File: config.mk
export PLATFORM = sky130hd
export DESIGN_NAME = bnn_layer_sequencer_flat
export DESIGN_NICKNAME = d
export VERILOG_FILES = /design/src/rtl/bnn_layer_sequencer_if.sv /design/src/rtl/bnn_layer_sequencer.sv /design/src/flat_wrapper.sv
export SDC_FILE = /design/constraint.sdc
export NUM_CORES = 1
export LEC_CHECK = 0
export BUFFER_PORTS_ARGS = -buffer_cell sky130_fd_sc_hd__buf_4
export CORE_MARGIN = 2
export CORE_UTILIZATION = 58
export DETAILED_ROUTE_END_ITERATION = 10
export PLACE_DENSITY = 0.81
export SLEW_MARGIN = 20
export SYNTH_ARGS = -nofsm -noshare
export SYNTH_HDL_FRONTEND = slang
export SYNTH_SLANG_ARGS = --single-unit
File: constraint.sdc
create_clock -name clk -period 2.46 [get_ports clk]
set_clock_uncertainty 0.1 [all_clocks]
set_input_delay 0.369 -clock clk [delete_from_list [all_inputs] [get_ports clk]]
set_output_delay 0.369 -clock clk [all_outputs]
set_load 0.1 [all_outputs]
File: src/rtl/bnn_layer_sequencer_if.sv
// W/X memory port bundle between the layer sequencer (master) and the
// weight/activation memories (slave).
interface bnn_layer_sequencer_if #(
    parameter int unsigned W_ADDR_LEN = 20,
    parameter int unsigned X_ADDR_LEN = 10,
    parameter int unsigned W_SEL_LEN  = 2,
    parameter int unsigned X_SEL_LEN  = 2
);
    logic [W_ADDR_LEN-1:0] w_addr;
    logic                  w_data;
    logic [W_SEL_LEN-1:0]  w_sel;
    logic                  w_rq;
    logic [X_ADDR_LEN-1:0] x_addr;
    logic                  x_data;
    logic [X_SEL_LEN-1:0]  x_sel;
    logic                  x_rq;
    logic                  x_wq;
    logic                  x_wdata;

    modport master (
        output w_addr, w_sel, w_rq, x_addr, x_sel, x_rq, x_wq, x_wdata,
        input  w_data, x_data
    );

    modport slave (
        input  w_addr, w_sel, w_rq, x_addr, x_sel, x_rq, x_wq, x_wdata,
        output w_data, x_data
    );
endinterface

File: src/rtl/bnn_layer_sequencer.sv
// Runs one fully-connected binarized layer: streams W/X bits, counts XNOR
// matches per neuron and writes each neuron's sign bit back to X memory.
module bnn_layer_sequencer #(
    parameter int unsigned W_ADDR_LEN = 20,
    parameter int unsigned X_ADDR_LEN = 10,
    parameter int unsigned W_SEL_LEN  = 2,
    parameter int unsigned X_SEL_LEN  = 2,
    parameter int unsigned ALU_WIDTH  = 12
) (
    input  logic                  clk,
    input  logic                  rst,
    input  logic                  start,
    input  logic [X_ADDR_LEN-1:0] n_in,
    input  logic [X_ADDR_LEN-1:0] n_out,
    input  logic [W_ADDR_LEN-1:0] w_base,
    input  logic [W_SEL_LEN-1:0]  w_bank,
    input  logic [X_SEL_LEN-1:0]  x_src,
    input  logic [X_SEL_LEN-1:0]  x_dst,
    output logic                  busy,
    output logic                  done,
    bnn_layer_sequencer_if.master mem
);
    localparam logic [X_ADDR_LEN-1:0] X_ONE = X_ADDR_LEN'(1);
    localparam logic [W_ADDR_LEN-1:0] W_ONE = W_ADDR_LEN'(1);
    localparam logic [ALU_WIDTH-1:0]  A_ONE = ALU_WIDTH'(1);

    typedef enum logic [2:0] {S_IDLE, S_FETCH, S_DRAIN, S_WRITE, S_DONE} state_e;

    state_e                state_q, state_d;
    logic [X_ADDR_LEN-1:0] n_in_q, n_out_q, i_q, j_q, x_addr_q;
    logic [W_ADDR_LEN-1:0] w_ptr_q, w_addr_q;
    logic [W_SEL_LEN-1:0]  w_bank_q, w_sel_q;
    logic [X_SEL_LEN-1:0]  x_src_q, x_dst_q, x_sel_q;
    logic [ALU_WIDTH-1:0]  acc_q, acc_d;
    logic                  vld_q;
    logic                  last_i, last_j, result;

    assign last_i = (i_q == n_in_q - X_ONE);
    assign last_j = (j_q == n_out_q - X_ONE);
    // 2*matches >= n_in, evaluated one bit wider than the accumulator
    assign result = ({acc_q, 1'b0} >= (ALU_WIDTH + 1)'(n_in_q));

    always_ff @(posedge clk or negedge rst) begin
        if (!rst) state_q <= S_IDLE;
        else      state_q <= state_d;
    end

    always_comb begin
        state_d = state_q;
        case (state_q)
            S_IDLE:  if (start) state_d = (n_in != '0 && n_out != '0) ? S_FETCH : S_DONE;
            S_FETCH: if (last_i) state_d = S_DRAIN;
            S_DRAIN: state_d = S_WRITE;
            S_WRITE: state_d = last_j ? S_DONE : S_FETCH;
            S_DONE:  state_d = S_IDLE;
            default: state_d = S_IDLE;
        endcase
    end

    // Read data lands one cycle after its request; vld_q marks that cycle
    always_comb begin
        acc_d = acc_q;
        if (state_q == S_FETCH && i_q == '0) acc_d = '0;
        if (vld_q && (mem.w_data == mem.x_data)) acc_d = acc_d + A_ONE;
    end

    always_ff @(posedge clk or negedge rst) begin
        if (!rst) begin
            n_in_q   <= '0;
            n_out_q  <= '0;
            w_bank_q <= '0;
            x_src_q  <= '0;
            x_dst_q  <= '0;
            i_q      <= '0;
            j_q      <= '0;
            w_ptr_q  <= '0;
            acc_q    <= '0;
            vld_q    <= 1'b0;
            w_addr_q <= '0;
            w_sel_q  <= '0;
            x_addr_q <= '0;
            x_sel_q  <= '0;
        end else begin
            vld_q <= (state_q == S_FETCH);
            acc_q <= acc_d;
            case (state_q)
                S_IDLE: begin
                    if (start) begin
                        n_in_q   <= n_in;
                        n_out_q  <= n_out;
                        w_bank_q <= w_bank;
                        x_src_q  <= x_src;
                        x_dst_q  <= x_dst;
                        i_q      <= '0;
                        j_q      <= '0;
                        w_ptr_q  <= w_base;
                    end
                end
                S_FETCH: begin
                    w_ptr_q  <= w_ptr_q + W_ONE;
                    i_q      <= last_i ? '0 : i_q + X_ONE;
                    w_addr_q <= w_ptr_q;
                    w_sel_q  <= w_bank_q;
                    x_addr_q <= i_q;
                    x_sel_q  <= x_src_q;
                end
                S_WRITE: begin
                    x_addr_q <= j_q;
                    x_sel_q  <= x_dst_q;
                    if (!last_j) j_q <= j_q + X_ONE;
                end
                default: ;
            endcase
        end
    end

    // Address/select outputs show the live value while strobing, else the last one driven
    always_comb begin
        busy        = (state_q != S_IDLE);
        done        = (state_q == S_DONE);
        mem.w_rq    = 1'b0;
        mem.x_rq    = 1'b0;
        mem.x_wq    = 1'b0;
        mem.x_wdata = 1'b0;
        mem.w_addr  = w_addr_q;
        mem.w_sel   = w_sel_q;
        mem.x_addr  = x_addr_q;
        mem.x_sel   = x_sel_q;
        case (state_q)
            S_FETCH: begin
                mem.w_rq   = 1'b1;
                mem.w_addr = w_ptr_q;
                mem.w_sel  = w_bank_q;
                mem.x_rq   = 1'b1;
                mem.x_addr = i_q;
                mem.x_sel  = x_src_q;
            end
            S_WRITE: begin
                mem.x_wq    = 1'b1;
                mem.x_addr  = j_q;
                mem.x_sel   = x_dst_q;
                mem.x_wdata = result;
            end
            default: ;
        endcase
    end
endmodule

File: src/flat_wrapper.sv
// flat-port wrapper written by rule: the top's interface ports become plain ports
module bnn_layer_sequencer_flat 
#(
    parameter int unsigned W_ADDR_LEN = 20,
    parameter int unsigned X_ADDR_LEN = 10,
    parameter int unsigned W_SEL_LEN  = 2,
    parameter int unsigned X_SEL_LEN  = 2,
    parameter int unsigned ALU_WIDTH  = 12
)
  (clk, rst, start, n_in, n_out, w_base, w_bank, x_src, x_dst, busy, done, mem_w_addr, mem_w_sel, mem_w_rq, mem_x_addr, mem_x_sel, mem_x_rq, mem_x_wq, mem_x_wdata, mem_w_data, mem_x_data);
  bnn_layer_sequencer_if #(.W_ADDR_LEN(W_ADDR_LEN), .X_ADDR_LEN(X_ADDR_LEN), .W_SEL_LEN(W_SEL_LEN), .X_SEL_LEN(X_SEL_LEN)) mem_i ();
  input  logic clk;
  input  logic rst;
  input  logic start;
  input  logic [X_ADDR_LEN-1:0] n_in;
  input  logic [X_ADDR_LEN-1:0] n_out;
  input  logic [W_ADDR_LEN-1:0] w_base;
  input  logic [W_SEL_LEN-1:0] w_bank;
  input  logic [X_SEL_LEN-1:0] x_src;
  input  logic [X_SEL_LEN-1:0] x_dst;
  output logic busy;
  output logic done;
  output wire logic [$bits(mem_i.w_addr)-1:0] mem_w_addr;
  output wire logic [$bits(mem_i.w_sel)-1:0] mem_w_sel;
  output wire logic [$bits(mem_i.w_rq)-1:0] mem_w_rq;
  output wire logic [$bits(mem_i.x_addr)-1:0] mem_x_addr;
  output wire logic [$bits(mem_i.x_sel)-1:0] mem_x_sel;
  output wire logic [$bits(mem_i.x_rq)-1:0] mem_x_rq;
  output wire logic [$bits(mem_i.x_wq)-1:0] mem_x_wq;
  output wire logic [$bits(mem_i.x_wdata)-1:0] mem_x_wdata;
  input wire logic [$bits(mem_i.w_data)-1:0] mem_w_data;
  input wire logic [$bits(mem_i.x_data)-1:0] mem_x_data;
  assign mem_w_addr = mem_i.w_addr;
  assign mem_w_sel = mem_i.w_sel;
  assign mem_w_rq = mem_i.w_rq;
  assign mem_x_addr = mem_i.x_addr;
  assign mem_x_sel = mem_i.x_sel;
  assign mem_x_rq = mem_i.x_rq;
  assign mem_x_wq = mem_i.x_wq;
  assign mem_x_wdata = mem_i.x_wdata;
  assign mem_i.w_data = mem_w_data;
  assign mem_i.x_data = mem_x_data;
  bnn_layer_sequencer #(.W_ADDR_LEN(W_ADDR_LEN), .X_ADDR_LEN(X_ADDR_LEN), .W_SEL_LEN(W_SEL_LEN), .X_SEL_LEN(X_SEL_LEN), .ALU_WIDTH(ALU_WIDTH)) u_core (.clk(clk), .rst(rst), .start(start), .n_in(n_in), .n_out(n_out), .w_base(w_base), .w_bank(w_bank), .x_src(x_src), .x_dst(x_dst), .busy(busy), .done(done), .mem(mem_i));
endmodule
==> flow_summary.toml, run 1 <==
[worst_hold_path]
hp-class = "in -> reg"
hold_start = "w_base[12]"

[timing]
timing.max_slew.rel_slack = 0.391
worst_slew_pin_slew_ns = 0.910
grt_setup_unrepaired = "yes"
fmax_mhz = 327
report.final.slew_viol_count = 0
hold_violations = 0
layout_min_cycle_time_ns = 3.06
min_period_over_period = 1.24
layout_setup_ws_ns = -0.598
timing.final.setup_violations = 22

[routing]
dr_total_vias = 6646
drt_drc_violations_left = 0
firstDrtPassIters = 5
wirelength_mm = 23.4
drt_iter0_markers = 706
drt-wirelength-per-cell_um = 22.6
route.detailed.vias_per_inst = 6.40
ant_nets = 0

[status]
violations = "setup timing"
run_status = "complete, but fails checks"

[worst_setup_path]
path_class = "reg -> out"
cp.arrival_ns = 2.59
cp-startpoint = "u_core.n_in_q[1]"
timing.critical_path.required_ns = 1.99
worstSetupEndpointType = "output port"
crit-reg2reg-launch = "u_core.n_in_q[1]"
worst_setup_sp_type = "flop"
worst-path-max-fanout = 2

[layout]
layout.cells.most_common_list = "sky130_fd_sc_hd__nand2_1, sky130_fd_sc_hd__dfrtp_1, sky130_fd_sc_hd__buf_4"
ff_latch_area_um2 = 2910
layout.nets = 953
fraction_of_final_layout_cells_sized_beyond_drive_strength_1 = 0.318
final_common_cell = "sky130_fd_sc_hd__nand2_1"
syn_to_final_growth_pct = 49.3
filler_cell_count = 446
multi_input_comb_area_um2 = 3590
antenna_cells = 0
layout.core_utilization = 0.880

[floorplan]
num_io_pins = 91
design.die.area_um2 = 11700
y_dimension_of_the_die_um = 108
area_of_the_placeable_core_um2 = 10700
start_util = 0.589
fp-row-count = 38
die_w_um = 108

[synth]
yosys_most_used_dff = "sky130_fd_sc_hd__dfrtp_1"
synth_cells = 719
synth-async-reset-ratio = 1.00
ys_ff_latch = 116
synth-edff-count = 0
mappedNetlistArea_um2 = 6300
synth_sequential_area_ratio = 0.461
avgSynthCellArea_um2 = 8.77
syn_nets = 786
post_synth_num_cell_types = 61
yosysWarningCount = 0

[clock_network]
cts.path.max_buffers = 2
h_tree_depth_reported_by_cts = 4
worstSkewPairLatency_ns = 0.55
cts_inserted_buffers = 17
clkSinkCount = 116
cts_tree = "built"
ctsRootBufferMaster = "sky130_fd_sc_hd__clkbuf_8"
cts.reportedPaths.clkPinSlew_ns = 0.06

[placement]
io_buffers = 90
gpl.final_weighted_congestion = 0.833
place.detailed.hpwl_mm = 11.2
pre_cts_ws_ns = -0.0657

[global_route]
first_global_vias = 6257
grtUsageTotal = 0.336
grt_pass1_wl_mm = 30.0
number_of_antenna_violations_at_the_first_check_in_global_routing = 0
globalRoute.totalOverflow = 0
grt_start_max_net_pins = 51

[power]
irDropWorstVdd_v = 0.00104
power.density_nw_per_um2 = 869
p_leak_uw = 0.00440
design_power_uw = 8180

[job]
maxCapViolations = 0
-- state kept, by name, summed over array words and instances, names as in the netlist --
name and count:
u_core.x_src_q 2, u_core.n_in_q 10, u_core.w_addr_q 20, u_core.state_q 3
u_core.i_q 10, u_core.n_out_q 10, u_core.w_ptr_q 20, u_core.w_bank_q 2
u_core.vld_q 1, u_core.x_sel_q 2, u_core.x_addr_q 10, u_core.acc_q 12
u_core.x_dst_q 2, u_core.w_sel_q 2, u_core.j_q 10
-- what timing repair did --
| item | CTS | global route |
|---|---|---|
| hold buffers | 32 | 0 |
| gates cloned | 3 | 2 |
| endpoints found under the setup margin | 41 | 55 |
| pin swaps | 8 | 36 |
| setup buffers | 7 | 24 |
| resized for setup | 64 | 115 |
| endpoints found under the hold margin | 73 | 0 |
-- metrics by stage --
stage                     instance area (um2)  hold slack (ns)  instances  setup TNS (ns)
after global routing                     9410           0.0122       1039           -4.58
after detailed placement                 7380            0.323        941          -0.202
after floorplan                          6440          -0.0266        719          -0.194
after global placement                   7380            0.319        941         -0.0228
after CTS                                8720         0.000421       1014          -0.536
final                                    9410           0.0185       1039           -1.66
-- path summary, 6_finish.rpt --
kind	end	slack, ns	cells after the start
min in group asynchronous	u_core.x_sel_q[0]	0.26	2
hold reg to reg	u_core.x_src_q[0]	0.39	2
setup / recovery	mem_x_wdata	-0.60	10
hold / removal	u_core.w_ptr_q[12]	0.02	3
max in group asynchronous	u_core.acc_q[0]	1.27	3
setup reg to reg	u_core.i_q[7]	-0.15	11
-- cell type report --
cell class	instances	share of cell area
Sequential cell	116	0.309
Multi-Input combinational cell	541	0.382
Clock inverter	13	0.0241
Tap cell	140	0.0186
Inverter	27	0.0129
Timing Repair Buffer	183	0.207
Clock buffer	19	0.0469
-- metal layers --
| layer | part of all wire | track usage | up-vias | wire length, um |
|---|---|---|---|---|
| met5 | 0 | 0 | - | 0 |
| met4 | 0.063 | 0.152 | 0 | 1490 |
| met3 | 0.086 | 0.0922 | 150 | 2020 |
| met2 | 0.50 | 0.573 | 489 | 11700 |
| met1 | 0.35 | 0.396 | 3176 | 8250 |
| li1 | - | - | 2831 | - |
-- cells by family after synthesis --
| group | after synthesis | synth area share |
|---|---|---|
| simple gates | 349 | 0.262 |
| compound gates | 122 | 0.126 |
| flops | 116 | 0.461 |
| buf+inv | 62 | 0.0397 |
| xor+xnor | 32 | 0.0445 |
| mux | 22 | 0.0353 |
| fa+ha+maj | 16 | 0.0318 |
-- report_power, final --
group	switching (uW)	internal (uW)	total, uW
Combinational	1730	966	2690
Sequential	414	2220	2630
Clock	950	1900	2850
Total	3090	5080	8180
-- critical path, cell delays in order (launching register included) --
cell,delay (ns)
sky130_fd_sc_hd__dfrtp_1,0.40
sky130_fd_sc_hd__inv_2,0.08
sky130_fd_sc_hd__ha_4,0.19
sky130_fd_sc_hd__nor2b_4,0.12
sky130_fd_sc_hd__o21a_1,0.16
sky130_fd_sc_hd__o21a_1,0.17
sky130_fd_sc_hd__o21a_1,0.19
sky130_fd_sc_hd__o21a_1,0.21
sky130_fd_sc_hd__o2111ai_2,0.22
sky130_fd_sc_hd__a21oi_4,0.10
sky130_fd_sc_hd__buf_12,0.19
-- cells in the mapped netlist, drive strengths merged (2+ instances only) --
library cell,count,area [um2]
o221a,3,33.8
nor2,51,191
a311oi,4,35.0
a21oi,21,105
o2111ai,2,17.5
nor2b,9,56.3
and4,3,26.3
or3,7,43.8
nor4,10,68.8
nand4,12,90.1
xor2,15,131
o211ai,4,40.0
o311ai,2,17.5
a21o,4,30.0
xnor2,17,149
a31oi,6,37.5
nand3,26,130
o2bb2ai,3,26.3
inv,27,101
mux2,2,22.5
mux2i,20,200
nand3b,3,22.5
and2,3,18.8
buf,17,81.3
o21ai,46,234
nor3,19,118
or4,5,37.5
a211oi,7,57.6
o22ai,6,37.5
nand2,176,663
o21a,4,30.0
a31o,2,17.5
ha,16,200
or2,3,18.8
clkbuf,18,67.6
dfrtp,116,2900
and3,7,43.8
nand2b,6,37.5
nor4b,4,47.6
a211o,2,17.5
nor3b,4,30.0
(Power assumes the default switching activity.)
==> run 2, diff against run 1 <==
--- a/config.mk
+++ b/config.mk
@@ -10,6 +10,7 @@
 export CORE_UTILIZATION = 58
 export DETAILED_ROUTE_END_ITERATION = 10
 export PLACE_DENSITY = 0.81
+export SETUP_SLACK_MARGIN = 0.1
 export SLEW_MARGIN = 20
 export SYNTH_ARGS = -nofsm -noshare
 export SYNTH_HDL_FRONTEND = slang
==> run 2 against run 1 <==
Compared with the run above: the flow still finishes with violations (setup timing); critical path depth did not move; combinational power up 11%; register-to-register slack worse by 0.29 ns; non-clock buffer count is 18 higher; global-route usage is 0.57 points lower; wire length up 17%; flip-flop and latch count did not move; via count grew 10%; critical endpoint unchanged.
==> flow_summary.toml, run 2 (synthesis gave the netlist of run 1 again) <==
[worst_setup_path]
worst_setup_sp_type = "flop"
cp.arrival_ns = 2.71
worst-path-max-fanout = 2
worstSetupEndpointType = "output port"
timing.critical_path.required_ns = 1.99
path_class = "reg -> out"

[layout]
filler_cell_count = 276
layout.cells.most_common_list = "sky130_fd_sc_hd__nand2_1, sky130_fd_sc_hd__dfrtp_1, sky130_fd_sc_hd__buf_4"
syn_to_final_growth_pct = 59.5
ff_latch_area_um2 = 2910
design_area_um2 = 10100
fraction_of_final_layout_cells_sized_beyond_drive_strength_1 = 0.361
antenna_cells = 0
layout.nets = 971
largest_registers = "u_core.w_addr_q (20), u_core.w_ptr_q (20), u_core.acc_q (12)"
post_route_non_filler_standard_cell_count = 1055
multi_input_comb_area_um2 = 3960
final_common_cell = "sky130_fd_sc_hd__nand2_1"

[routing]
dr_total_vias = 7308
drt_iter0_markers = 1111
firstDrtPassIters = 9
ant_nets = 0
route.detailed.vias_per_inst = 6.93
wirelength_mm = 27.4
drt_drc_violations_left = 0
drt-wirelength-per-cell_um = 26.0

[timing]
hold_violations = 0
layout_setup_ws_ns = -0.716
layout_min_cycle_time_ns = 3.18
timing.max_slew.rel_slack = 0.322
timing.final.setup_violations = 17
min_period_over_period = 1.29
worst_slew_pin_slew_ns = 1.01
report.final.slew_viol_count = 0
fmax_mhz = 315
grt_setup_unrepaired = "yes"
hold_ws_ns = 0.00167

[floorplan]
start_util = 0.589
area_of_the_placeable_core_um2 = 10700
y_dimension_of_the_die_um = 108
num_io_pins = 91
fp-row-count = 38
design.die.area_um2 = 11700
die_w_um = 108

[clock_network]
cts_inserted_buffers = 17
ctsRootBufferMaster = "sky130_fd_sc_hd__clkbuf_8"
cts_tree = "built"
h_tree_depth_reported_by_cts = 4
worstSkewPairLatency_ns = 0.56
cts.reportedPaths.clkPinSlew_ns = 0.06
cts.path.max_buffers = 2
clkSinkCount = 116

[global_route]
grt_pass1_wl_mm = 29.6
globalRoute.totalOverflow = 0
grtUsageTotal = 0.330
number_of_antenna_violations_at_the_first_check_in_global_routing = 0
grt_start_max_net_pins = 45
first_global_vias = 6136

[status]
run_status = "complete, but fails checks"
violations = "setup timing"

[power]
design_power_uw = 8130
p_leak_uw = 0.00457
irDropWorstVdd_v = 0.00135
power.density_nw_per_um2 = 809

[placement]
io_buffers = 90
gpl.final_weighted_congestion = 0.954
place.detailed.hpwl_mm = 11.3
dpl-instance-area_um2 = 7380
placed_cells_incl_taps = 940

[worst_hold_path]
hp-class = "in -> reg"

[job]
maxCapViolations = 0
## run 2: cell types whose count changed in the layout (fill, tap and decap cells not counted), moves of 5 or more
cell	before	now
sky130_fd_sc_hd__nand2_4	28	41
sky130_fd_sc_hd__buf_4	101	107
sky130_fd_sc_hd__buf_6	17	7
sky130_fd_sc_hd__bufinv_16	6	1
sky130_fd_sc_hd__o21ai_4	2	14
sky130_fd_sc_hd__o21ai_2	14	4
sky130_fd_sc_hd__nand2_2	14	3
sky130_fd_sc_hd__mux2i_1	20	14
sky130_fd_sc_hd__buf_12	27	44
## run 2: layout make-up
type,instances,area share
Sequential cell,116,0.290
Tap cell,140,0.0174
Timing Repair Buffer,201,0.232
Clock inverter,3,0.00423
Clock buffer,27,0.0509
Multi-Input combinational cell,541,0.394
Inverter,27,0.0121
## run 2: worst max-delay path, stage by stage, from the launching register on
cell and delay [ns]:
sky130_fd_sc_hd__dfrtp_1 0.42, sky130_fd_sc_hd__inv_2 0.07, sky130_fd_sc_hd__ha_1 0.27, sky130_fd_sc_hd__nor2b_1 0.15, sky130_fd_sc_hd__o21a_1 0.19, sky130_fd_sc_hd__o21a_1 0.19, sky130_fd_sc_hd__o21a_1 0.17, sky130_fd_sc_hd__o21a_1 0.19
sky130_fd_sc_hd__o2111ai_2 0.22, sky130_fd_sc_hd__a21oi_4 0.10, sky130_fd_sc_hd__buf_12 0.18
## run 2: routing by layer
layer  wire length (um)  GRT usage
met5                  0          0
met4               2190      0.166
met3               2960     0.0886
met2              13100      0.549
met1               9160      0.396
## run 2: stage by stage
| step | utilization | setup TNS, ns | setup WS (ns) |
|---|---|---|---|
| floorplan | - | -0.580 | -0.150 |
| global placement | 0.689 | 0 | 0.0614 |
| detailed placement | 0.689 | 0 | 0.0129 |
| CTS | 0.818 | -0.495 | -0.495 |
| global route | 0.940 | -6.92 | -0.796 |
| finish | 0.940 | -5.18 | -0.716 |
## run 2: what timing repair did
action                     4_1_cts  5_1_grt
hold endpoints to repair        70        0
hold buffers                    34        0
setup endpoints to repair       55       65
gates cloned                     2        6
pin swaps                        4       65
resized for setup               90      202
setup buffers                   11       34
## run 2: report_power, final
part	switching, uW	total [uW]	internal (uW)
sequential	498	2720	2220
combinational	1790	2980	1190
clock	945	2440	1490
total	3230	8130	4900
## run 2: final timing paths
kind	start	end	slack (ns)	cells past startpoint
setup / recovery	u_core.n_in_q[1]	mem_x_wdata	-0.72	10
hold / removal	w_base[9]	u_core.w_ptr_q[9]	0.002	2
setup reg to reg	u_core.n_in_q[1]	u_core.i_q[5]	-0.44	13
hold reg to reg	u_core.w_addr_q[6]	u_core.w_addr_q[6]	0.42	2
max in group asynchronous	rst	u_core.n_out_q[3]	1.24	3
min in group asynchronous	rst	u_core.j_q[9]	0.27	2
